--- src/rtl/sseg_pkg.sv ---
// Shared types and constants for the seven-segment scan capture block:
// FSM encoding, default settle length, and the active-low hex glyph table.
package sseg_pkg;

    localparam int STABLE_CYCLES_DEFAULT = 4;
    localparam int CNT_W                 = 8;

    typedef enum logic [1:0] {
        ST_IDLE   = 2'd0,
        ST_SETTLE = 2'd1,
        ST_HOLD   = 2'd2
    } state_t;

    // Active-low {a,b,c,d,e,f,g} patterns; entry i is the glyph for hex digit i.
    localparam logic [15:0][6:0] GLYPHS = {
        7'b0111000, 7'b0110000, 7'b1000010, 7'b0110001,
        7'b1100000, 7'b0001000, 7'b0000100, 7'b0000000,
        7'b0001111, 7'b0100000, 7'b0100100, 7'b1001100,
        7'b0000110, 7'b0010010, 7'b1001111, 7'b0000001
    };

endpackage

--- src/rtl/sseg_scan_capture_if.sv ---
// Bundle of display-bus inputs and decoded capture outputs for sseg_scan_capture.
interface sseg_scan_capture_if;
    import sseg_pkg::*;

    logic [3:0] an;
    logic [7:0] sseg;
    logic       clear;
    logic [3:0] hex0;
    logic [3:0] hex1;
    logic [3:0] hex2;
    logic [3:0] hex3;
    logic [3:0] dp_out;
    logic [3:0] digit_valid;
    logic       frame_valid;
    logic       cap_strobe;
    logic       err_pulse;
    logic       err_sticky;
    state_t     state_dbg;

    // No back-pressure: cap_strobe / err_pulse are single-cycle qualifiers that
    // mark the cycle in which hexN/dp_out changed (or a bad glyph was seen).
    modport master (
        output an, sseg, clear,
        input  hex0, hex1, hex2, hex3, dp_out, digit_valid, frame_valid,
        input  cap_strobe, err_pulse, err_sticky, state_dbg
    );

    modport slave (
        input  an, sseg, clear,
        output hex0, hex1, hex2, hex3, dp_out, digit_valid, frame_valid,
        output cap_strobe, err_pulse, err_sticky, state_dbg
    );

endinterface

--- src/rtl/sseg_glyph_decode.sv ---
// Maps an active-low 7-segment pattern to its hex value; known=0 for any
// pattern that is not one of the sixteen hex glyphs.
module sseg_glyph_decode
    import sseg_pkg::*;
(
    input  logic [6:0] seg,
    output logic [3:0] hex,
    output logic       known
);

    always_comb begin
        hex   = '0;
        known = 1'b0;
        for (int i = 0; i < 16; i++) begin
            if (seg == GLYPHS[i]) begin
                hex   = 4'(i);
                known = 1'b1;
            end
        end
    end

endmodule

--- src/rtl/sseg_scan_capture.sv ---
// Snoops a multiplexed 4-digit seven-segment bus and captures each digit once
// its {an,sseg} pattern has been stable for STABLE_CYCLES registered samples.
module sseg_scan_capture
    import sseg_pkg::*;
#(
    parameter int STABLE_CYCLES = STABLE_CYCLES_DEFAULT
) (
    input  logic                 clk,
    input  logic                 reset,
    sseg_scan_capture_if.slave   bus
);

    localparam logic [CNT_W-1:0] STABLE_N = CNT_W'(STABLE_CYCLES);

    logic [3:0]       an_q, an_d;
    logic [7:0]       sseg_q, sseg_d;
    logic [11:0]      last_q, last_d;
    state_t           state_q, state_d;
    logic [CNT_W-1:0] cnt_q, cnt_d;
    logic [3:0][3:0]  hex_q, hex_d;
    logic [3:0]       dp_q, dp_d;
    logic [3:0]       dv_q, dv_d;
    logic             strobe_q, strobe_d;
    logic             err_pulse_q, err_pulse_d;
    logic             err_sticky_q, err_sticky_d;

    logic [11:0]      sample;
    logic             same;
    logic             lit;
    logic [1:0]       idx;
    logic             fire;
    logic [3:0]       dec_hex;
    logic             dec_known;

    sseg_glyph_decode u_decode (
        .seg   (sseg_q[6:0]),
        .hex   (dec_hex),
        .known (dec_known)
    );

    assign sample = {an_q, sseg_q};
    assign same   = (sample == last_q);

    always_comb begin
        lit = 1'b1;
        idx = 2'd0;
        case (an_q)
            4'b1110: idx = 2'd0;
            4'b1101: idx = 2'd1;
            4'b1011: idx = 2'd2;
            4'b0111: idx = 2'd3;
            default: lit = 1'b0;
        endcase
    end

    always_comb begin
        an_d         = bus.an;
        sseg_d       = bus.sseg;
        last_d       = last_q;
        state_d      = state_q;
        cnt_d        = cnt_q;
        hex_d        = hex_q;
        dp_d         = dp_q;
        dv_d         = dv_q;
        strobe_d     = 1'b0;
        err_pulse_d  = 1'b0;
        err_sticky_d = err_sticky_q;
        fire         = 1'b0;

        case (state_q)
            ST_IDLE: begin
                if (lit) begin
                    state_d = ST_SETTLE;
                    cnt_d   = CNT_W'(1);
                    last_d  = sample;
                end
            end
            ST_SETTLE: begin
                if (!lit) begin
                    state_d = ST_IDLE;
                    cnt_d   = '0;
                end else if (!same) begin
                    cnt_d  = CNT_W'(1);
                    last_d = sample;
                end else if (cnt_q + CNT_W'(1) == STABLE_N) begin
                    state_d = ST_HOLD;
                    cnt_d   = STABLE_N;
                    fire    = 1'b1;
                end else begin
                    cnt_d = cnt_q + CNT_W'(1);
                end
            end
            ST_HOLD: begin
                if (!same) begin
                    if (lit) begin
                        state_d = ST_SETTLE;
                        cnt_d   = CNT_W'(1);
                        last_d  = sample;
                    end else begin
                        state_d = ST_IDLE;
                        cnt_d   = '0;
                    end
                end
            end
            default: begin
                state_d = ST_IDLE;
                cnt_d   = '0;
            end
        endcase

        if (fire) begin
            if (dec_known) begin
                hex_d[idx] = dec_hex;
                dp_d[idx]  = ~sseg_q[7];
                dv_d[idx]  = 1'b1;
                strobe_d   = 1'b1;
            end else begin
                err_pulse_d  = 1'b1;
                err_sticky_d = 1'b1;
            end
        end

        // clear wins over a same-cycle capture for the sticky flags only
        if (bus.clear) begin
            dv_d         = '0;
            err_sticky_d = 1'b0;
        end
    end

    always_ff @(posedge clk or posedge reset) begin
        if (reset) begin
            an_q         <= '1;
            sseg_q       <= '1;
            last_q       <= '1;
            state_q      <= ST_IDLE;
            cnt_q        <= '0;
            hex_q        <= '0;
            dp_q         <= '0;
            dv_q         <= '0;
            strobe_q     <= 1'b0;
            err_pulse_q  <= 1'b0;
            err_sticky_q <= 1'b0;
        end else begin
            an_q         <= an_d;
            sseg_q       <= sseg_d;
            last_q       <= last_d;
            state_q      <= state_d;
            cnt_q        <= cnt_d;
            hex_q        <= hex_d;
            dp_q         <= dp_d;
            dv_q         <= dv_d;
            strobe_q     <= strobe_d;
            err_pulse_q  <= err_pulse_d;
            err_sticky_q <= err_sticky_d;
        end
    end

    assign bus.hex0        = hex_q[0];
    assign bus.hex1        = hex_q[1];
    assign bus.hex2        = hex_q[2];
    assign bus.hex3        = hex_q[3];
    assign bus.dp_out      = dp_q;
    assign bus.digit_valid = dv_q;
    assign bus.frame_valid = &dv_q;
    assign bus.cap_strobe  = strobe_q;
    assign bus.err_pulse   = err_pulse_q;
    assign bus.err_sticky  = err_sticky_q;
    assign bus.state_dbg   = state_q;

endmodule

--- src/flat_wrapper.sv ---
// flat-port wrapper written by rule: the top's interface ports become plain ports
module sseg_scan_capture_flat import sseg_pkg::*;
#(
    parameter int STABLE_CYCLES = STABLE_CYCLES_DEFAULT
)
  (clk, reset, bus_an, bus_sseg, bus_clear, bus_hex0, bus_hex1, bus_hex2, bus_hex3, bus_dp_out, bus_digit_valid, bus_frame_valid, bus_cap_strobe, bus_err_pulse, bus_err_sticky, bus_state_dbg);
  sseg_scan_capture_if bus_i ();
  input  logic clk;
  input  logic reset;
  input wire logic [$bits(bus_i.an)-1:0] bus_an;
  input wire logic [$bits(bus_i.sseg)-1:0] bus_sseg;
  input wire logic [$bits(bus_i.clear)-1:0] bus_clear;
  output wire logic [$bits(bus_i.hex0)-1:0] bus_hex0;
  output wire logic [$bits(bus_i.hex1)-1:0] bus_hex1;
  output wire logic [$bits(bus_i.hex2)-1:0] bus_hex2;
  output wire logic [$bits(bus_i.hex3)-1:0] bus_hex3;
  output wire logic [$bits(bus_i.dp_out)-1:0] bus_dp_out;
  output wire logic [$bits(bus_i.digit_valid)-1:0] bus_digit_valid;
  output wire logic [$bits(bus_i.frame_valid)-1:0] bus_frame_valid;
  output wire logic [$bits(bus_i.cap_strobe)-1:0] bus_cap_strobe;
  output wire logic [$bits(bus_i.err_pulse)-1:0] bus_err_pulse;
  output wire logic [$bits(bus_i.err_sticky)-1:0] bus_err_sticky;
  output wire logic [$bits(bus_i.state_dbg)-1:0] bus_state_dbg;
  assign bus_i.an = bus_an;
  assign bus_i.sseg = bus_sseg;
  assign bus_i.clear = bus_clear;
  assign bus_hex0 = bus_i.hex0;
  assign bus_hex1 = bus_i.hex1;
  assign bus_hex2 = bus_i.hex2;
  assign bus_hex3 = bus_i.hex3;
  assign bus_dp_out = bus_i.dp_out;
  assign bus_digit_valid = bus_i.digit_valid;
  assign bus_frame_valid = bus_i.frame_valid;
  assign bus_cap_strobe = bus_i.cap_strobe;
  assign bus_err_pulse = bus_i.err_pulse;
  assign bus_err_sticky = bus_i.err_sticky;
  assign bus_state_dbg = bus_i.state_dbg;
  sseg_scan_capture #(.STABLE_CYCLES(STABLE_CYCLES)) u_core (.clk(clk), .reset(reset), .bus(bus_i));
endmodule
--- config.mk ---
export PLATFORM = sky130hd
export DESIGN_NAME = sseg_scan_capture_flat
export DESIGN_NICKNAME = d
export VERILOG_FILES = /design/src/rtl/sseg_pkg.sv /design/src/rtl/sseg_scan_capture_if.sv /design/src/rtl/sseg_glyph_decode.sv /design/src/rtl/sseg_scan_capture.sv /design/src/flat_wrapper.sv
export SDC_FILE = /design/constraint.sdc
export NUM_CORES = 1
export LEC_CHECK = 0
export ABC_CLOCK_PERIOD_IN_PS = 3100
export BUFFER_PORTS_ARGS = -buffer_cell sky130_fd_sc_hd__buf_2
export CAP_MARGIN = 20
export CORE_MARGIN = 2
export CORE_UTILIZATION = 59
export CTS_BUF_LIST = sky130_fd_sc_hd__clkbuf_2 sky130_fd_sc_hd__clkbuf_4 sky130_fd_sc_hd__clkbuf_8
export DETAILED_ROUTE_END_ITERATION = 10
export GPL_TIMING_DRIVEN = 0
export HOLD_SLACK_MARGIN = 0.08
export PLACE_DENSITY_LB_ADDON = 0.15
export SLEW_MARGIN = 40
export SYNTH_ARGS = -nofsm -noshare
export SYNTH_HDL_FRONTEND = slang
export SYNTH_SLANG_ARGS = --single-unit
--- constraint.sdc ---
create_clock -name clk -period 3.1 [get_ports clk]
set_clock_uncertainty 0.2 [all_clocks]
set_input_delay 0.93 -clock clk [delete_from_list [all_inputs] [get_ports clk]]
set_output_delay 0.93 -clock clk [all_outputs]
set_load 0.02 [all_outputs]
# After elaboration in Yosys (flattened, before gate mapping)
# Cells that the tools add are included.
[word_totals]
reg_bits = 61
out_inout_bits = 30
[op_classes]
bitwise_logic = 2
mux = 72
n_eq_ne = 30
n_reduce_logical = 14
magnitude_cmp = 2
addsub = 1
[ops]
columns = ["op", "count"]
rows = [
  ["$mux 4", 18],
  ["$mux 12", 4],
  ["$mux 8", 5],
  ["$pmux 12 s3", 1],
  ["$eq 7x6->1 const B", 5],
  ["$mux 1", 32],
  ["$eq 7x7->1 const B", 4],
  ["$pmux 8 s3", 1],
  ["$bwmux 16", 1],
  ["$eq 7x3->1 const B", 2],
  ["$eq 7x4->1 const B", 2],
  ["$eq 12x12->1", 1],
  ["$eq 4x4->1 const B", 3],
  ["$pmux 2 s3", 2],
  ["$reduce_and 4->1", 3],
  ["$mux 2", 5],
  ["$add 8x1->8 const B", 1],
  ["$demux 4 s2", 1],
  ["$eq 8x3->1 const B", 1],
  ["$reduce_and 2->1", 4],
  ["$eq 7x1->1 const B", 1],
  ["$eq 7x5->1 const B", 1],
  ["$logic_not 7->1", 1],
  ["$ne 2x2->1 const B", 3],
  ["other kinds (17)", 19],
]

# Logic depth before layout (Yosys ltp)
# Gate-level depths: netlist of the first run.
[logic_depth]
depth_word = 20
mapped_depth = 8
depth_no_buf = 6

# Modules after synthesis
# From an unflattened synthesis of the first run, not the netlist that was laid out.
[hier_totals]
cells_unflattened = 265
area_unflattened_um2 = 3145.5
[modules_own_cells]
columns = ["mod", "area_per_inst_um2", "seq_area_each_um2", "cells_per_inst", "n_inst"]
rows = [
  ["sseg_scan_capture", 2791.4, 1556.5, 215, 1],
  ["sseg_glyph_decode", 354.1, 0.0, 50, 1],
]

# Least setup slack after synthesis of the first run
# Ideal clock, no wire load.
[synth_timing]
path_type = "register to register"
startpoint = "register u_core.sseg_q[1]"
endpoint = "register u_core.hex_q (netlist bit u_core.bus.hex0[0])"
required_time_ns = 2.775
path_stages_with_launch = 8
t_arrival_ns = 2.528
synth_period_minus_slack_ns = 2.853
path_slack_ns = 0.247
setup_time_ns = 0.125
cell_sequence = "dfstp_2 clkbuf_1 xor2_1 nor4_4 nand3_2 or4_4 a211oi_4 mux2_2"
[synth_via]
elab_chain_len = 18
[synth_rtl]
columns = ["element", "line_no", "rtl"]
rows = [
  ["start: declaration", "sseg_scan_capture.sv:16", "logic [7:0] sseg_q, sseg_d;"],
  ["start signal: assignment", "sseg_scan_capture.sv:145", "sseg_q <= sseg_d;"],
  ["$eq 7x1->1", "sseg_glyph_decode.sv:15", "if (seg == GLYPHS[i]) begin"],
  ["$mux 1 (16 in series)", "sseg_glyph_decode.sv:15", ""],
  ["$reduce_and 2->1 (no source line)", "n/a", ""],
  ["end signal: assignment", "sseg_scan_capture.sv:137", "hex_q <= '0;"],
  ["end signal: assignment", "sseg_scan_capture.sv:149", "hex_q <= hex_d;"],
  ["end: declaration", "sseg_scan_capture.sv:20", "logic [3:0][3:0] hex_q, hex_d;"],
]
# Parallel ways exist; a longest one is shown, timed or not.
# A chain may end at the register's enable or synchronous reset.

# Worst setup path after layout of the first run
[layout_timing]
startpoint = "register u_core.an_q[2]"
endpoint = "register u_core.hex_q (netlist bit u_core.bus.hex2[2])"
[layout_via]
elab_chain_len = 7
[layout_rtl]
columns = ["element", "line_no", "rtl"]
rows = [
  ["start: declaration", "sseg_scan_capture.sv:15", "logic [3:0] an_q, an_d;"],
  ["start signal: assignment", "sseg_scan_capture.sv:144", "an_q <= an_d;"],
  ["$eq 4x3->1 / $eq 4x4->1 (equally long branches)", "sseg_scan_capture.sv:47", "case (an_q)"],
  ["$pmux 2 s3", "sseg_scan_capture.sv:47", ""],
  ["$lt 2x3->1 (not written as such) / $ge 2x1->1 (equally long branches)", "sseg_scan_capture.sv:113", "hex_d[idx] = dec_hex;"],
  ["$logic_and 1x1->1 (not written as such)", "sseg_scan_capture.sv:113", ""],
  ["$mux 4 (not written as such)", "sseg_scan_capture.sv:113", ""],
  ["$demux 4 s2", "n/a", ""],
  ["$bwmux 16", "sseg_scan_capture.sv:113", ""],
]
# Parallel ways exist; a longest one is shown, timed or not.

==> results of run 1 <==
==> synthesized netlist by cell type (2+ instances only) <==
cell type / count / area, µm²
dfrtp_1: 37 / 926
mux2_2: 28 / 315
dfstp_2: 24 / 631
xor2_1: 15 / 131
a21oi_1: 13 / 65.1
inv_1: 12 / 45.0
nand2_1: 9 / 33.8
nor2_1: 9 / 33.8
o21ai_0: 8 / 40.0
clkbuf_1: 6 / 22.5
mux2i_1: 5 / 50.1
nand3_1: 5 / 25.0
nor3_1: 5 / 25.0
a31oi_1: 4 / 25.0
nand2b_1: 4 / 25.0
nor2b_1: 4 / 25.0
nor4_4: 4 / 85.1
o21ba_2: 4 / 40.0
and3_1: 3 / 18.8
buf_2: 3 / 15.0
clkbuf_8: 3 / 41.3
nand3b_1: 3 / 22.5
nand4_1: 3 / 18.8
nor4_1: 3 / 18.8
a2111oi_0: 2 / 17.5
a22o_1: 2 / 17.5
a32o_1: 2 / 20.0
and4_1: 2 / 17.5
buf_6: 2 / 22.5
nand2_2: 2 / 12.5
nand4b_1: 2 / 17.5
nor4b_1: 2 / 17.5
o32ai_1: 2 / 17.5
==> power by group through the flow <==
stage | clock network, mW | logic, mW | registers, mW
2_1_floorplan | 0 | 0.181 | 0.921
4_1_cts | 0.831 | 0.231 | 0.915
3_5_place_dp | 0 | 0.229 | 0.927
5_1_grt | 0.861 | 0.274 | 0.925
3_3_place_gp | 0 | 0.219 | 0.925
6_report | 0.818 | 0.254 | 0.917
==> through the flow <==
step	total power [mW]	area [µm²]	utilization [%]	TNS, ns	instances
floorplan	1.10	3060	-	0	254
finish	1.99	3830	75.5	0	407
CTS	1.98	3700	72.9	0	393
global route	2.06	3830	75.5	-0.0281	407
global placement	1.14	3370	66.4	-9.38	368
detailed placement	1.16	3400	67.0	-1.27	369
==> logic make-up after synthesis <==
| logic type | after synthesis | share of synthesized area (%) |
|---|---|---|
| and+or+nand+nor | 69 | 15.7 |
| DFF | 61 | 50.8 |
| AOI/OAI and AO/OA | 46 | 10.9 |
| muxes | 33 | 11.9 |
| buffers and inverters | 26 | 4.78 |
| xor gates and xnor gates | 17 | 5.10 |
| adders and majority gates | 2 | 0.735 |
==> worst max-delay path: cells and delay by family (launching register included) <==
| family | cells | cell delay [ns] |
|---|---|---|
| muxes | 1 | 0.33 |
| buffers and inverters | 2 | 0.30 |
| and+or+nand+nor | 4 | 1.46 |
| xor gates and xnor gates | 1 | 0.08 |
| DFF | 1 | 0.53 |
==> per-layer routing <==
metal | track usage [%] | part of all wire [%] | routed length (µm) | up-vias
met5 | 0 | 0 | 0 | -
met4 | 9.82 | 1.7 | 111 | 0
met3 | 6.87 | 5.4 | 346 | 14
met2 | 35.6 | 49 | 3130 | 79
met1 | 29.3 | 44 | 2830 | 1119
li1 | - | - | - | 1070
==> state kept, by name, summed over array words and instances, names as in the netlist <==
name and count:
u_core.bus.hex2 4, u_core.bus.hex1 4, u_core.sseg_q 8, u_core.bus.hex3 4, u_core.an_q 4, u_core.bus.cap_strobe 1, u_core.bus.hex0 4, u_core.bus.state_dbg 2
u_core.bus.digit_valid 4, u_core.bus.err_sticky 1, u_core.bus.err_pulse 1, u_core.last_q 12, u_core.cnt_q 8, u_core.bus.dp_out 4
==> layout make-up <==
type / instances / area (µm²)
fillers: 362 / 1240
repair buffers: 69 / 428
multi-input cells: 167 / 1390
flip-flops and latches: 61 / 1560
plain buffers: 12 / 83.8
clock inverters: 3 / 68.8
well taps: 70 / 87.6
inverters: 12 / 47.5
clock buffers: 13 / 166
==> worst paths after layout <==
check / startpoint / endpoint / slack (ns) / cells after the start
hold / removal: u_core.bus.err_sticky$_DFFE_PP0P_ / u_core.bus.err_sticky$_DFFE_PP0P_ / 0.29 / 2
max in group asynchronous: reset / u_core.sseg_q[1]$_DFF_PP1_ / 1.77 / 3
hold reg to reg: u_core.bus.err_sticky$_DFFE_PP0P_ / u_core.bus.err_sticky$_DFFE_PP0P_ / 0.29 / 2
min in group asynchronous: reset / u_core.bus.err_pulse$_DFF_PP0_ / 0.36 / 2
setup reg to reg: u_core.an_q[2]$_DFF_PP1_ / u_core.bus.hex2[2]$_DFFE_PP0P_ / 0.07 / 8
setup / recovery: u_core.an_q[2]$_DFF_PP1_ / u_core.bus.hex2[2]$_DFFE_PP0P_ / 0.07 / 8
==> repair_timing <==
action | 4_1_cts | 5_1_grt
buffers inserted | 9 | 16
setup endpoints to repair | 12 | 21
pin swaps | 4 | 7
gates resized for setup | 0 | 5
==> impl_metrics.toml, run 1 <==
[worst_setup_path]
cpMostUsedCell = "nor4_4"
critPathMaxFanout = 7
cpPeakStageDelay_ns = 0.65
arrival_ns = 3.05
end_kind = "register"
crit_required_ns = 3.12
start_kind = "register"
cp_slowest_cell = "or4_4"
crit_chain = "buf_6 > xor2_2 > nor4_4 > nand3_4 > or4_4 > nor4_4 > buf_4 > mux2_2"
crit_type = "register to register"

[synth]
ys.flop_type = "dfrtp_1"
synthArstFlopShare_pct = 100
synthCells = 254
syn-num-nets = 270
synth_seq_cells = 61
syn_area_um2 = 3060
yosysWarnings = 0
synth_edf_count = 0
ys_seq_area_share_pct = 50.8
ys_types = 55
postSynthAreaPerCell_um2 = 12.1

[grt]
antenna_found_initial = 0
grt_pass1_wl_um = 10400
grt_usage_pct = 22.6
grt_max_degree = 37
grt_overflow_total = 0
grt_pass1_vias = 2139

[finish]
areaGrowthSynthToFinish_pct = 25.0
n_antenna_cell = 0
final_common_cell = "buf_2"
final_cell_mix = "buf_2 (47), dfrtp_1 (37), mux2_2 (28), dfstp_2 (24), buf_4 (22)"
drive_gt1_share_pct = 49.6
num-nets-final = 348

[clocking]
cts_hold_buf = 0
cts.path.max_buffers = 2
cts_sinks = 61
cts_made_buffers = 9
clockRootBuffer = "clkbuf_8"
clk_latency_ns = 0.34
cts_tree = "yes"
cts.htree.levels = 3
clk_pin_slew_ns = 0.07

[sta]
hold_viol = 0
worst_pin_slew_ns = 0.525
timing.fmax_mhz = 330
drv_slew = 0
timing.final.crit_share_pct = 97.6
layout_min_cycle_time_ns = 3.03
setup_viol = 0
final.hold.worst_slack_ns = 0.293
slew_headroom_pct = 64.6
fin_ws_ns = 0.0729

[power]
irDropWorstVdd_uv = 452
p_sw_share_pct = 24.0
power_density_nw_per_um2 = 519
power_frac_clock_pct = 41.1
seqPwrFrac_pct = 46.1
p_leak_nw = 1.77
p_int_mw = 1.51
switchingPower_mw = 0.478
combPwrFrac_pct = 12.8

[routing]
vias_per_cell = 5.61
first_iter_violations = 135
avgRoutedWirePerCell_um = 15.8
drt-total-wl_um = 6420
dr.pass1.iters = 5
route.antenna.remaining_nets = 0
drc = 0
vias = 2282

[floorplan]
fp.coreArea_um2 = 5070
rows = 26
io_pins = 45
die_h_um = 76.1
initial_utilization_pct = 60.4
dieArea_um2 = 5790
die-width_um = 76.1

[place]
io_buffer_count = 44
dp_hpwl_um = 4020
dpl_worst_slack_ns = -0.134
gp_congestion = 0.827

[flow_run]
max-cap-violations = 0

[worst_hold_path]
hold_class = "register to register"

[run_status]
status = "finished clean"
Power figures use the tool's default switching activity.
==> inputs of run 2 (changes only) <==
--- a/config.mk
+++ b/config.mk
@@ -9,13 +9,13 @@
 export BUFFER_PORTS_ARGS = -buffer_cell sky130_fd_sc_hd__buf_2
 export CAP_MARGIN = 20
 export CORE_MARGIN = 2
-export CORE_UTILIZATION = 59
+export CORE_UTILIZATION = 45
 export CTS_BUF_LIST = sky130_fd_sc_hd__clkbuf_2 sky130_fd_sc_hd__clkbuf_4 sky130_fd_sc_hd__clkbuf_8
 export DETAILED_ROUTE_END_ITERATION = 10
 export GPL_TIMING_DRIVEN = 0
 export HOLD_SLACK_MARGIN = 0.08
 export PLACE_DENSITY_LB_ADDON = 0.15
-export SLEW_MARGIN = 40
+export SLEW_MARGIN = 5
 export SYNTH_ARGS = -nofsm -noshare
 export SYNTH_HDL_FRONTEND = slang
 export SYNTH_SLANG_ARGS = --single-unit
==> impl_metrics.toml, run 2 (synthesis gave the netlist of run 1 again) <==
[place]
place.detailed.instances = 379
dpl_worst_slack_ns = -0.158
io_buffer_count = 44
dp_hpwl_um = 4240
gp_congestion = 0.795
place_area_um2 = 3400

[clocking]
clk_latency_ns = 0.33
clockRootBuffer = "clkbuf_8"
cts_made_buffers = 9
cts.path.max_buffers = 2
cts_tree = "yes"
clk_pin_slew_ns = 0.07
cts.htree.levels = 3
cts_sinks = 61

[sta]
hold_viol = 0
setup-tns-final_ns = 0
drv_slew = 0
rsz0062_at_grt = "false"
worst_pin_slew_ns = 0.896
slew_headroom_pct = 39.8
final.hold.worst_slack_ns = 0.297
timing.fmax_mhz = 339
fin_ws_ns = 0.148
setup_viol = 0
timing.final.crit_share_pct = 95.2
layout_min_cycle_time_ns = 2.95

[floorplan]
die_h_um = 86.5
initial_utilization_pct = 45.9
rows = 30
fp.coreArea_um2 = 6680
die-width_um = 86.5
io_pins = 45
dieArea_um2 = 7490

[worst_setup_path]
worst_r2r_path_depth = 9
crit_required_ns = 3.12
critPathMaxFanout = 10
r2r_slack_ns = 0.15
start_kind = "register"
timing.rr.end = "u_core.bus.digit_valid[1]$_DFFE_PP0P_"
r2r_start = "u_core.sseg_q[5]$_DFF_PP1_"
arrival_ns = 2.98
crit_type = "register to register"
end_kind = "register"

[grt]
grt_overflow_total = 0
antenna_found_initial = 0
grt_pass1_wl_um = 10100
grt_pass1_vias = 2103
grt_usage_pct = 17.2
grt_max_degree = 42

[power]
finalPower_mw = 1.87
irDropWorstVdd_uv = 404
power_density_nw_per_um2 = 504
p_leak_nw = 1.69

[routing]
route.antenna.remaining_nets = 0
avgRoutedWirePerCell_um = 15.0
drt-total-wl_um = 6110
dr.pass1.iters = 4
vias_per_cell = 5.36
first_iter_violations = 154
drc = 0
vias = 2178

[finish]
post-route-util_pct = 55.6
largest_reg_flops = 12
num-nets-final = 337
fin_area_um2 = 3710
n_antenna_cell = 0
regMostFlops = "u_core.last_q"
final_cell_mix = "buf_2 (46), dfrtp_1 (37), mux2_2 (28), dfstp_2 (24), xor2_1 (15)"
top_regs = "u_core.last_q (12), u_core.cnt_q (8), u_core.sseg_q (8)"
drive_gt1_share_pct = 47.2
areaGrowthSynthToFinish_pct = 21.2
finalNonFillerCells = 406
num-fill-cells = 578
final_common_cell = "buf_2"

[run_status]
status = "finished clean"

[flow_run]
max-cap-violations = 0

[worst_hold_path]
holdPathEnd = "u_core.cnt_q[7]$_DFFE_PP0P_"
holdCritStartpoint = "u_core.cnt_q[7]$_DFFE_PP0P_"
hold_class = "register to register"
min_path_cells = 1
-- run 2: changes by cell type in the layout (fill, tap and decap cells not counted), sizes merged --
cell,change
buf,-12
bufinv,-1
clkbuf,-3
clkinv,+1
clkinvlp,+1
inv,+3
-- run 2: worst max path at each step --
stage	slack (ns)	end	start	cells past startpoint
floorplan	0.25	u_core.bus.hex0[0]$_DFFE_PP0P_	u_core.sseg_q[1]$_DFF_PP1_	7
global placement	-0.32	u_core.bus.hex0[0]$_DFFE_PP0P_	reset	2
detailed placement	-0.16	u_core.bus.hex0[1]$_DFFE_PP0P_	u_core.sseg_q[1]$_DFF_PP1_	7
CTS	0.02	u_core.bus.hex2[0]$_DFFE_PP0P_	u_core.an_q[1]$_DFF_PP1_	7
global route	0.00003	u_core.cnt_q[7]$_DFFE_PP0P_	u_core.an_q[0]$_DFF_PP1_	7
finish	0.15	u_core.bus.digit_valid[1]$_DFFE_PP0P_	u_core.sseg_q[5]$_DFF_PP1_	9
-- run 2: worst max-delay path, stage by stage, from the launching register on --
cell and delay, ns:
dfstp_2 0.57, clkbuf_1 0.37, xor2_1 0.12, a21oi_1 0.24, o221ai_1 0.19, a21oi_2 0.55, nor4_4 0.11, buf_6 0.17
buf_4 0.14, o21ba_2 0.19
-- run 2: power by group --
part	internal, mW	switching, mW
Sequential	0.877	0.0395
Clock	0.382	0.346
Combinational	0.106	0.123
-- run 2: timing repair --
action,in CTS,in global routing
setup endpoints to repair,18,14
gates resized for setup,1,2
hold buffers,0,0
gates cloned,0,0
pin swaps,4,5
buffers inserted,3,10
-- run 2: area by class of cell --
type | count | area [µm²] | area share (%)
repair buffers | 58 | 342 | 9.20
well taps | 80 | 100 | 2.69
clock buffers | 9 | 124 | 3.33
flip-flops and latches | 61 | 1560 | 41.9
inverters | 12 | 45.0 | 1.21
multi-input cells | 167 | 1370 | 37.0
clock inverters | 7 | 81.3 | 2.19
plain buffers | 12 | 92.6 | 2.49
-- run 2: routing by layer --
metal / part of all wire, % / vias up / global-route usage (%)
met5: 0 / - / 0
met3: 4.0 / 6 / 4.38
met2: 47 / 40 / 26.9
li1: - / 1063 / -
met4: 1.0 / 0 / 5.97
met1: 48 / 1069 / 23.2
==> inputs of run 3 (changes only) <==
--- a/config.mk
+++ b/config.mk
@@ -5,16 +5,15 @@
 export SDC_FILE = /design/constraint.sdc
 export NUM_CORES = 1
 export LEC_CHECK = 0
-export ABC_CLOCK_PERIOD_IN_PS = 3100
+export ABC_CLOCK_PERIOD_IN_PS = 2930
 export BUFFER_PORTS_ARGS = -buffer_cell sky130_fd_sc_hd__buf_2
 export CAP_MARGIN = 20
 export CORE_MARGIN = 2
 export CORE_UTILIZATION = 45
 export CTS_BUF_LIST = sky130_fd_sc_hd__clkbuf_2 sky130_fd_sc_hd__clkbuf_4 sky130_fd_sc_hd__clkbuf_8
 export DETAILED_ROUTE_END_ITERATION = 10
-export GPL_TIMING_DRIVEN = 0
 export HOLD_SLACK_MARGIN = 0.08
-export PLACE_DENSITY_LB_ADDON = 0.15
+export PLACE_DENSITY = 0.68
 export SLEW_MARGIN = 5
 export SYNTH_ARGS = -nofsm -noshare
 export SYNTH_HDL_FRONTEND = slang
==> constraint.sdc (replaced) <==
create_clock -name clk -period 2.93 [get_ports clk]
set_clock_uncertainty 0.2 [all_clocks]
set_input_delay 0.879 -clock clk [delete_from_list [all_inputs] [get_ports clk]]
set_output_delay 0.879 -clock clk [all_outputs]
set_load 0.02 [all_outputs]
==> impl_metrics.toml, run 3 (synthesis gave the netlist of run 1 again) <==
[sta]
fin_ws_ns = 0.0773
timing.final.crit_share_pct = 97.4
drv_slew = 0
hold_viol = 0
setup_viol = 0
slew_headroom_pct = 57.6
worst_pin_slew_ns = 0.629
final.hold.worst_slack_ns = 0.301
layout_min_cycle_time_ns = 2.85
timing.fmax_mhz = 351
rsz0062_at_grt = "true"

[clocking]
cts_made_buffers = 9
cts.path.max_buffers = 2
cts_hold_buf = 0
cts_sinks = 61
clockRootBuffer = "clkbuf_8"
cts_tree = "yes"
clk_latency_ns = 0.34
cts.htree.levels = 3
clk_pin_slew_ns = 0.07

[routing]
vias = 2251
drc = 0
dr.pass1.iters = 4
first_iter_violations = 112
drt-total-wl_um = 6660
vias_per_cell = 5.42
avgRoutedWirePerCell_um = 16.1
route.antenna.remaining_nets = 0

[power]
p_int_mw = 1.46
seqPwrFrac_pct = 49.3
p_leak_nw = 1.76
switchingPower_mw = 0.518
power_density_nw_per_um2 = 519
p_sw_share_pct = 26.2
irDropWorstVdd_uv = 414
combPwrFrac_pct = 13.6
power_frac_clock_pct = 37.0
finalPower_mw = 1.98

[place]
dp_hpwl_um = 4510
dpl_worst_slack_ns = -0.0322
gp_congestion = 0.818
place_area_um2 = 3430
io_buffer_count = 44

[worst_setup_path]
r2r_start = "u_core.an_q[3]$_DFF_PP1_"
start_kind = "register"
crit_required_ns = 2.95
crit_type = "register to register"
arrival_ns = 2.88
critPathMaxFanout = 5
timing.rr.end = "u_core.bus.hex1[3]$_DFFE_PP0P_"
r2r_slack_ns = 0.08
end_kind = "register"
critPathLaunch = "u_core.an_q[3]$_DFF_PP1_"
worst_r2r_path_depth = 7

[finish]
largest_reg_flops = 12
fin_area_um2 = 3810
regMostFlops = "u_core.last_q"
num-fill-cells = 579
multi_input_area_um2 = 1410
post-route-util_pct = 57.1
n_antenna_cell = 0
final_common_cell = "buf_2"
seq_area_um2 = 1560
num-nets-final = 346
areaGrowthSynthToFinish_pct = 24.4
drive_gt1_share_pct = 50.7
final_cell_mix = "buf_2 (44), dfrtp_1 (37), buf_4 (32), mux2_2 (24), dfstp_2 (24)"
top_regs = "u_core.last_q (12), u_core.cnt_q (8), u_core.sseg_q (8)"

[grt]
grt_overflow_total = 0
antenna_found_initial = 0
grt_usage_pct = 18.5
grt_max_degree = 29
grt_pass1_vias = 2073
grt_pass1_wl_um = 10500

[worst_hold_path]
min_path_cells = 1
hold_class = "register to register"
holdCritStartpoint = "u_core.bus.hex0[1]$_DFFE_PP0P_"
holdPathEnd = "u_core.bus.hex0[1]$_DFFE_PP0P_"

[floorplan]
rows = 30
fp.coreArea_um2 = 6680
die-width_um = 86.5
die_h_um = 86.5
io_pins = 45
initial_utilization_pct = 45.9
dieArea_um2 = 7490

[flow_run]
max-cap-violations = 0

[run_status]
status = "finished clean"
run 3: cell count changes in the layout (fill, tap and decap cells not counted), sizes merged:
cell / before / now
clkbuf: 17 / 11
inv: 15 / 12
clkinv: 2 / 3
buf: 62 / 79
run 3: what timing repair did:
| item | in CTS | in global routing |
|---|---|---|
| resized for setup | 0 | 10 |
| buffers inserted | 0 | 16 |
| endpoints found under the setup margin | 5 | 18 |
| pin swaps | 1 | 7 |
run 3: area by class of cell:
type | instances | area share (%)
Tap cell | 80 | 2.63
Inverter | 12 | 1.18
Timing Repair Buffer | 79 | 13.4
Clock inverter | 5 | 1.38
Sequential cell | 61 | 40.8
Clock buffer | 11 | 3.64
Multi-Input combinational cell | 167 | 36.9
run 3: worst max-delay path by stage:
stage / to / slack (ns) / cells past startpoint
after floorplan: u_core.bus.hex0[0]$_DFFE_PP0P_ / 0.08 / 7
after global placement: u_core.bus.hex0[1]$_DFFE_PP0P_ / -0.005 / 6
after detailed placement: u_core.bus.hex0[2]$_DFFE_PP0P_ / -0.03 / 6
after CTS: u_core.bus.hex0[2]$_DFFE_PP0P_ / 0.005 / 6
after global routing: u_core.bus.hex1[3]$_DFFE_PP0P_ / -0.03 / 7
final: u_core.bus.hex1[3]$_DFFE_PP0P_ / 0.08 / 7
run 3: critical path: stages (launching register included):
cell	delay [ns]
dfstp_2	0.59
xor2_2	0.10
nor4_4	0.31
nand3_2	0.11
or4_4	0.64
nor4_4	0.30
buf_6	0.17
mux2_4	0.29
run 3: power groups by stage:
stage	Combinational (mW)	Clock (mW)	Sequential, mW
floorplan	0.191	0	0.974
global placement	0.230	0	0.992
detailed placement	0.231	0	0.996
CTS	0.233	0.755	0.982
global route	0.296	0.789	0.983
finish	0.270	0.732	0.976
run 3: layer usage:
metal | global-route usage [%] | wire length [µm] | vias up
met5 | 0 | 0 | -
met4 | 7.67 | 156 | 0
met3 | 5.52 | 411 | 13
met2 | 27.6 | 3120 | 76
met1 | 25.1 | 2980 | 1097
li1 | - | - | 1065
run 3: through the flow:
stage	TNS (ns)	instances
2_1_floorplan	0	254
6_report	0	415
3_3_place_gp	-0.0155	382
5_1_grt	-0.141	415
3_5_place_dp	-0.127	382
4_1_cts	0	398
